--- config.mk ---
export PLATFORM = sky130hd
export DESIGN_NAME = mem_access_unit_flat
export DESIGN_NICKNAME = d
export VERILOG_FILES = /design/src/rtl/mem_access_unit_pkg.sv /design/src/rtl/mem_access_unit_if.sv /design/src/rtl/mem_access_unit.sv /design/src/flat_wrapper.sv
export SDC_FILE = /design/constraint.sdc
export NUM_CORES = 1
export LEC_CHECK = 0
export ABC_AREA = 1
export CORE_UTILIZATION = 23
export CTS_BUF_LIST = sky130_fd_sc_hd__clkbuf_4 sky130_fd_sc_hd__clkbuf_8
export DETAILED_ROUTE_END_ITERATION = 10
export DONT_BUFFER_PORTS = 1
export GPL_TIMING_DRIVEN = 0
export SLEW_MARGIN = 20
export SYNTH_ARGS = -nofsm -noshare
export SYNTH_HDL_FRONTEND = slang
export SYNTH_SLANG_ARGS = --single-unit
--- constraint.sdc ---
create_clock -name clk -period 4.5 [get_ports clk]
set_input_delay 0.675 -clock clk [delete_from_list [all_inputs] [get_ports clk]]
set_output_delay 0.675 -clock clk [all_outputs]
set_load 0.01 [all_outputs]
--- src/rtl/mem_access_unit_pkg.sv ---
// Shared types and constants for the MEM-stage memory access unit.
// State encodings and the default RAM timeout live here.
package mem_access_unit_pkg;

    localparam int MAS_TIMEOUT_DEF = 16;

    typedef enum logic [1:0] {
        MAS_IDLE = 2'd0,
        MAS_BUSY = 2'd1,
        MAS_DONE = 2'd2
    } mas_state_t;

endpackage

--- src/rtl/mem_access_unit_if.sv ---
// Datapath data-memory port plus the cs/ack word-RAM bus.
// master = the access unit, slave = datapath/RAM side.
interface mem_access_unit_if;

    logic        mem_ren;
    logic        mem_wen;
    logic [31:0] mem_addr;
    logic [31:0] mem_dout;
    logic [31:0] mem_din;
    logic        mem_stall;
    logic        mem_err;

    logic        ram_cs;
    logic        ram_we;
    logic [29:0] ram_addr;
    logic [31:0] ram_wdata;
    logic [31:0] ram_rdata;
    logic        ram_ack;

    modport master (
        input  mem_ren, mem_wen, mem_addr, mem_dout,
        input  ram_rdata, ram_ack,
        output mem_din, mem_stall, mem_err,
        output ram_cs, ram_we, ram_addr, ram_wdata
    );

    modport slave (
        output mem_ren, mem_wen, mem_addr, mem_dout,
        output ram_rdata, ram_ack,
        input  mem_din, mem_stall, mem_err,
        input  ram_cs, ram_we, ram_addr, ram_wdata
    );

endinterface

--- src/rtl/mem_access_unit.sv ---
// MEM-stage bridge to a variable-latency word RAM (cs/ack).
// Stalls the pipeline while a RAM access is outstanding.
module mem_access_unit
    import mem_access_unit_pkg::*;
#(
    parameter int TIMEOUT = MAS_TIMEOUT_DEF,
    parameter int CNT_W   = 8
) (
    input  logic              clk,
    input  logic              rst,
    mem_access_unit_if.master bus
);

    mas_state_t       state, state_nxt;
    logic [CNT_W-1:0] cnt, cnt_nxt;
    logic [31:0]      din_q, din_nxt;
    logic             err_q, err_nxt;
    logic             cs_q, cs_nxt;
    logic             we_q, we_nxt;
    logic [29:0]      addr_q, addr_nxt;
    logic [31:0]      wdata_q, wdata_nxt;
    logic             req;
    logic             aligned;

    assign req     = bus.mem_ren | bus.mem_wen;
    assign aligned = (bus.mem_addr[1:0] == 2'b00);

    // State and registered outputs; reset aborts any access at once.
    always_ff @(posedge clk or posedge rst) begin
        if (rst) begin
            state   <= MAS_IDLE;
            cnt     <= '0;
            din_q   <= '0;
            err_q   <= 1'b0;
            cs_q    <= 1'b0;
            we_q    <= 1'b0;
            addr_q  <= '0;
            wdata_q <= '0;
        end else begin
            state   <= state_nxt;
            cnt     <= cnt_nxt;
            din_q   <= din_nxt;
            err_q   <= err_nxt;
            cs_q    <= cs_nxt;
            we_q    <= we_nxt;
            addr_q  <= addr_nxt;
            wdata_q <= wdata_nxt;
        end
    end

    // Next state; we_q doubles as the latched write flag while BUSY.
    always_comb begin
        state_nxt = state;
        cnt_nxt   = cnt;
        din_nxt   = din_q;
        err_nxt   = err_q;
        cs_nxt    = cs_q;
        we_nxt    = we_q;
        addr_nxt  = addr_q;
        wdata_nxt = wdata_q;
        unique case (state)
            MAS_IDLE: begin
                if (req && aligned) begin
                    addr_nxt  = bus.mem_addr[31:2];
                    wdata_nxt = bus.mem_dout;
                    we_nxt    = bus.mem_wen;
                    cs_nxt    = 1'b1;
                    cnt_nxt   = '0;
                    state_nxt = MAS_BUSY;
                end else if (req) begin
                    err_nxt   = 1'b1;
                    din_nxt   = '0;
                    state_nxt = MAS_DONE;
                end
            end
            MAS_BUSY: begin
                if (bus.ram_ack) begin
                    if (!we_q) din_nxt = bus.ram_rdata;
                    cs_nxt    = 1'b0;
                    we_nxt    = 1'b0;
                    state_nxt = MAS_DONE;
                end else if (cnt == CNT_W'(TIMEOUT - 1)) begin
                    cs_nxt    = 1'b0;
                    err_nxt   = 1'b1;
                    din_nxt   = '0;
                    state_nxt = MAS_DONE;
                end else begin
                    cnt_nxt = cnt + CNT_W'(1);
                end
            end
            MAS_DONE: state_nxt = MAS_IDLE;
            default:  state_nxt = MAS_IDLE;
        endcase
    end

    // Stall from the request cycle until the access reaches DONE.
    assign bus.mem_stall = ((state == MAS_IDLE) && req && aligned)
                         || (state == MAS_BUSY);

    assign bus.mem_din   = din_q;
    assign bus.mem_err   = err_q;
    assign bus.ram_cs    = cs_q;
    assign bus.ram_we    = we_q;
    assign bus.ram_addr  = addr_q;
    assign bus.ram_wdata = wdata_q;

endmodule

--- src/flat_wrapper.sv ---
// flat-port wrapper written by rule: the top's interface ports become plain ports
module mem_access_unit_flat import mem_access_unit_pkg::*;
#(
    parameter int TIMEOUT = MAS_TIMEOUT_DEF,
    parameter int CNT_W   = 8
)
  (clk, rst, bus_mem_ren, bus_mem_wen, bus_mem_addr, bus_mem_dout, bus_ram_rdata, bus_ram_ack, bus_mem_din, bus_mem_stall, bus_mem_err, bus_ram_cs, bus_ram_we, bus_ram_addr, bus_ram_wdata);
  mem_access_unit_if bus_i ();
  input  logic clk;
  input  logic rst;
  input wire logic [$bits(bus_i.mem_ren)-1:0] bus_mem_ren;
  input wire logic [$bits(bus_i.mem_wen)-1:0] bus_mem_wen;
  input wire logic [$bits(bus_i.mem_addr)-1:0] bus_mem_addr;
  input wire logic [$bits(bus_i.mem_dout)-1:0] bus_mem_dout;
  input wire logic [$bits(bus_i.ram_rdata)-1:0] bus_ram_rdata;
  input wire logic [$bits(bus_i.ram_ack)-1:0] bus_ram_ack;
  output wire logic [$bits(bus_i.mem_din)-1:0] bus_mem_din;
  output wire logic [$bits(bus_i.mem_stall)-1:0] bus_mem_stall;
  output wire logic [$bits(bus_i.mem_err)-1:0] bus_mem_err;
  output wire logic [$bits(bus_i.ram_cs)-1:0] bus_ram_cs;
  output wire logic [$bits(bus_i.ram_we)-1:0] bus_ram_we;
  output wire logic [$bits(bus_i.ram_addr)-1:0] bus_ram_addr;
  output wire logic [$bits(bus_i.ram_wdata)-1:0] bus_ram_wdata;
  assign bus_i.mem_ren = bus_mem_ren;
  assign bus_i.mem_wen = bus_mem_wen;
  assign bus_i.mem_addr = bus_mem_addr;
  assign bus_i.mem_dout = bus_mem_dout;
  assign bus_i.ram_rdata = bus_ram_rdata;
  assign bus_i.ram_ack = bus_ram_ack;
  assign bus_mem_din = bus_i.mem_din;
  assign bus_mem_stall = bus_i.mem_stall;
  assign bus_mem_err = bus_i.mem_err;
  assign bus_ram_cs = bus_i.ram_cs;
  assign bus_ram_we = bus_i.ram_we;
  assign bus_ram_addr = bus_i.ram_addr;
  assign bus_ram_wdata = bus_i.ram_wdata;
  mem_access_unit #(.TIMEOUT(TIMEOUT), .CNT_W(CNT_W)) u_core (.clk(clk), .rst(rst), .bus(bus_i));
endmodule
# After elaboration in Yosys (flattened, before gate mapping)
# Index checks and enable logic that the tools add are counted.
[classes]
bitwise_logic = 1
n_eq_ne = 12
reduce_logical = 14
n_mux = 27
addsub = 1
[ops]
columns = ["operator", "n"]
rows = [
  ["32-bit 2-to-1 mux", 5],
  ["32-bit one-hot mux with 2 select lines", 1],
  ["8-bit 2-to-1 mux", 3],
  ["8-bit one-hot mux with 2 select lines", 1],
  ["5-bit AND reduction", 2],
  ["1-bit 2-to-1 mux", 9],
  ["8-bit by 1-bit adder with 8-bit output, second input constant", 1],
  ["8-bit by 4-bit equality test with 1-bit output, second input constant", 1],
  ["2-bit 2-to-1 mux", 4],
  ["2-bit != test, second input constant", 4],
  ["2-bit by 1-bit != test with 1-bit output, second input constant", 3],
  ["1-bit one-hot mux with 2 select lines", 3],
  ["3-bit AND reduction", 2],
  ["2-bit logical NOT", 2],
  ["2-bit one-hot mux with 2 select lines", 1],
  ["2-bit AND reduction", 2],
  ["4-bit AND reduction", 1],
  ["1-bit logical AND", 3],
  ["3-bit by 1-bit != test with 1-bit output, second input constant", 1],
  ["3-bit by 2-bit != test with 1-bit output, second input constant", 1],
  ["3-bit != test, second input constant", 1],
  ["2-bit by 1-bit equality test with 1-bit output, second input constant", 1],
  ["2-bit nonzero test", 1],
  ["1-bit logical OR", 1],
  ["1-bit bitwise OR", 1],
]
[word_totals]
out_inout_bits = 98
in_bits = 101
word_cells = 63
ff_bits = 107

# Logic depth before layout (Yosys ltp)
[logic_depth]
depth_word = 4
mapped_depth = 9
mapped_depth_nobuf = 8

# Worst setup path before layout
# Ideal clock, no wire load.
[synth_timing]
path_type = "input -> output"
start = "in bus_mem_ren"
end = "out bus_mem_stall"
setup_slack_ns = 2.389
n_path_buf = 2
stages = 6
required_ns = 3.825
arrival_ns = 1.436
path_cell_list = "inv_1 nand2_1 nand3_1 buf_2 clkbuf_1 nand2_1"
[synth_between]
elab_chain_len = 4
[synth_rtl]
columns = ["element", "line_no", "rtl"]
rows = [
  ["from (decl)", "flat_wrapper.sv:11", "input wire logic [$bits(bus_i.mem_ren)-1:0] bus_mem_ren;"],
  ["1-bit bitwise OR", "mem_access_unit.sv:25", "assign req = bus.mem_ren | bus.mem_wen;"],
  ["1-bit logical AND (2 in series)", "mem_access_unit.sv:97", "assign bus.mem_stall = ((state == MAS_IDLE) && req && aligned)"],
  ["1-bit logical OR", "mem_access_unit.sv:98", "|| (state == MAS_BUSY);"],
  ["to (decl)", "flat_wrapper.sv:18", "output wire logic [$bits(bus_i.mem_stall)-1:0] bus_mem_stall;"],
]
# Every way passes these cells.

# Worst setup path after layout
[layout_timing]
start = "reg u_core.state[0]"
end = "out bus_mem_stall"
[layout_between]
elab_chain_len = 4
elab_cells_between_ends = 5
cone_classes = "1 x eq/ne; 4 x reduce/logical"
[layout_rtl]
columns = ["element", "line_no", "rtl"]
rows = [
  ["from (decl)", "mem_access_unit.sv:14", "mas_state_t state, state_nxt;"],
  ["from (signal assigned)", "mem_access_unit.sv:40", "state <= state_nxt;"],
  ["2-bit logical NOT", "mem_access_unit.sv:97", ""],
  ["1-bit logical AND (2 in series)", "mem_access_unit.sv:97", ""],
  ["1-bit logical OR (*)", "mem_access_unit.sv:98", ""],
]
# Mark *: on every way between the ends. The rest lies on a longest branch, timed or not.

==> results.cfg <==
[floorplan]
die_area_sq_um = 20750
core-area_sq_um = 19590
die_y_um = 144.0
rows = 51
dieWidth_um = 144.0
pin_count = 199
start_util_pct = 23.69

[yosys]
ys_types = 23
syn_avg_cell_area_sq_um = 8.156
yosys-top-cells-count = 315 x nand2_1, 107 x dfrtp_1, 45 x nor2_1
synth-seq-cells = 107
syn-cell-area_sq_um = 4641
synth_area_leaders = dfrtp_1 58%, nand2_1 25%, nand4_1 4.3%, nor2_1 3.6%, buf_2 1.8%
synthesis.nets = 671
seq_area_frac_synth_pct = 57.70
syn-instance-count = 569
synth_edf_count = 0
synth_flop_cell = dfrtp_1
synth_top_area_share_pct = 57.70
synth_area_leader_cell = dfrtp_1
ys_warn_count = 0
post-synth-top-count-cell = nand2_1
async_flop_share_pct = 100.0

[placed_design]
dp_hpwl_um = 9184
portBuffers = 0
gp_congestion = 0.7902

[routing]
via_count = 3679
drc = 0
drt-initial-drc-count = 250
drtAntennaViolNets = 0
drt-wirelength-per-cell_um = 15.04
drtPass1Iterations = 4
routed_wl_um = 12800
viasPerCell = 4.323

[layout]
fillers = 2156
nNetsFinal = 683
area_growth_pct = 11.92
drive_gt1_share_pct = 7.850
multi_input_area_sq_um = 1743
n_antenna_cell = 0
regArea_sq_um = 2678

[critical_path]
path_max_fanout = 10
worst-path-stages = 5
crit_arrival_ps = 2010
crit_buf_inv = 2
crit_family = buffers and inverters
critPathMaxStageDelay_ps = 440
start_kind = flop
cp_slowest_cell = clkbuf_1
required_ps = 3830
crit_type = flop to primary output
crit_chain = nor2_1, nand3_1, buf_2, clkbuf_1, nand2_1
end_kind = primary output
ff2ff_path_depth = 7

[clock_network]
clockRootBuffer = clkbuf_8
cts-hold-fix-buffers = 0
numClockSinks = 107
cts_resized = 0
cts_buffers = 9
cts_tree = done
cts_max_path_buffers = 2
postCtsSetupBuffers = 0
clk_pin_slew_worst_paths_ps = 120
htree_levels = 3
clk_latency_ps = 390

[worst_hold_path]
hp-class = input port to async pin

[timing]
setup_viol = 0
skew_ps = 14.79
max-slew-margin-rel_pct = 62.71
fin_crit_ps = 2685
worst_hold_slack_ps = 171.8
rsz0062_at_grt = false
worst_pin_slew_ps = 559.4
finalMaxSlewViolations = 0
fin_tns_setup_ps = 0
min_period_over_period_pct = 59.66
hold_violations = 0
fmax_mhz = 372.5

[power_and_ir_drop]
cellPowerDensity_nw_per_um2 = 558.2
ir_worst_vdd_mv = 0.2394
p_total_mw = 2.899
leakage_nw = 2.718

[global_routing]
grt_max_degree = 59
grt_usage_pct = 12.45
antenna_found_initial = 0
grt_pass1_vias = 3648
gr-total-overflow = 0
grt_pass1_wl_um = 19260

[run_status]
outcome = finished clean

[run]
drv_cap = 0
## per-stage QoR
step                      utilization, %  instance area (sq um)  instances  setup slack [ps]
after floorplan                        -                   4641        569              1008
after global placement             25.38                   4972        834            -463.5
after detailed placement           25.55                   5005        835              1779
after CTS                          26.51                   5194        851              1657
after global routing               26.51                   5194        851              1563
final                              26.51                   5194        851              1815
## logic make-up after synthesis
kind of cell	count (synthesis)	share of synthesized area, %
AND/OR/NAND/NOR	405	35.32
XOR/XNOR	3	0.5663
flip-flops	107	57.70
adder cells (fa/ha/maj)	1	0.2696
buffers and inverters	44	4.745
AO/OA/AOI/OAI	9	1.402
## final timing paths
path                            slack, ps              from                  endpoint
worst max-delay path                 1820   u_core.state[0]             bus_mem_stall
worst min-delay path                  170               rst   u_core.bus.ram_addr[25]
worst max register to register       2760   u_core.state[0]   u_core.bus.ram_addr[14]
worst min register to register        520     u_core.cnt[1]             u_core.cnt[1]
max in group asynchronous            3660               rst  u_core.bus.ram_wdata[19]
min in group clk                      380  bus_mem_dout[31]  u_core.bus.ram_wdata[31]
## metal layers
metal / routed length (um) / vias up / track usage (%)
met2: 5832 / 167 / 20.52
li1: - / 1794 / -
met3: 1331 / 11 / 4.702
met4: 159 / 0 / 4.423
met5: 0 / - / 0
met1: 5472 / 1707 / 14.72
## layout make-up
cell class | count | area share [%]
well taps | 265 | 6.384
flip-flops and latches | 107 | 51.55
clock buffers | 9 | 2.385
clock inverters | 7 | 1.253
repair buffers | 1 | 0.5300
inverters | 10 | 0.8191
multi-input cells | 418 | 33.56
plain buffers | 34 | 3.517
## report_power, final
part | internal (mW) | total (mW) | switching [mW]
registers | 1.27 | 1.65 | 0.382
logic | 0.230 | 0.647 | 0.417
clock network | 0.217 | 0.602 | 0.386
## sequential cells by signal (all words and copies together), names as in the netlist
name and count:
u_core.bus.mem_din 32, u_core.bus.mem_err 1, u_core.bus.ram_addr 30, u_core.bus.ram_cs 1, u_core.bus.ram_wdata 32, u_core.bus.ram_we 1
u_core.cnt 8, u_core.state 2
## placed cells by master (no fill, tap or decap)
cell type   Yosys  routed
clkinvlp_4      0       1
nand4_1        32      32
a2bb2oi_1       1       1
clkbuf_1       11      11
nand3_2         1       1
buf_6           3       3
inv_6           0       4
buf_16          0       1
nand2_2         1       1
buf_4           3       3
nand2_1       315     315
nor3b_1         1       1
nor2_1         45      45
o21ai_4         1       1
o21bai_1        2       2
nor3_1          1       1
xor2_1          3       3
clkbuf_8        0       9
nor2_2          1       1
buf_2          17      17
nand3_1         7       7
ha_1            1       1
dfrtp_1       107     107
inv_8           0       2
clkinv_4        0       1
nand3_4         1       1
inv_1           9       8
o21ai_0         5       5
clkinv_1        1       1
No activity file was read; power rests on OpenSTA's default activity.
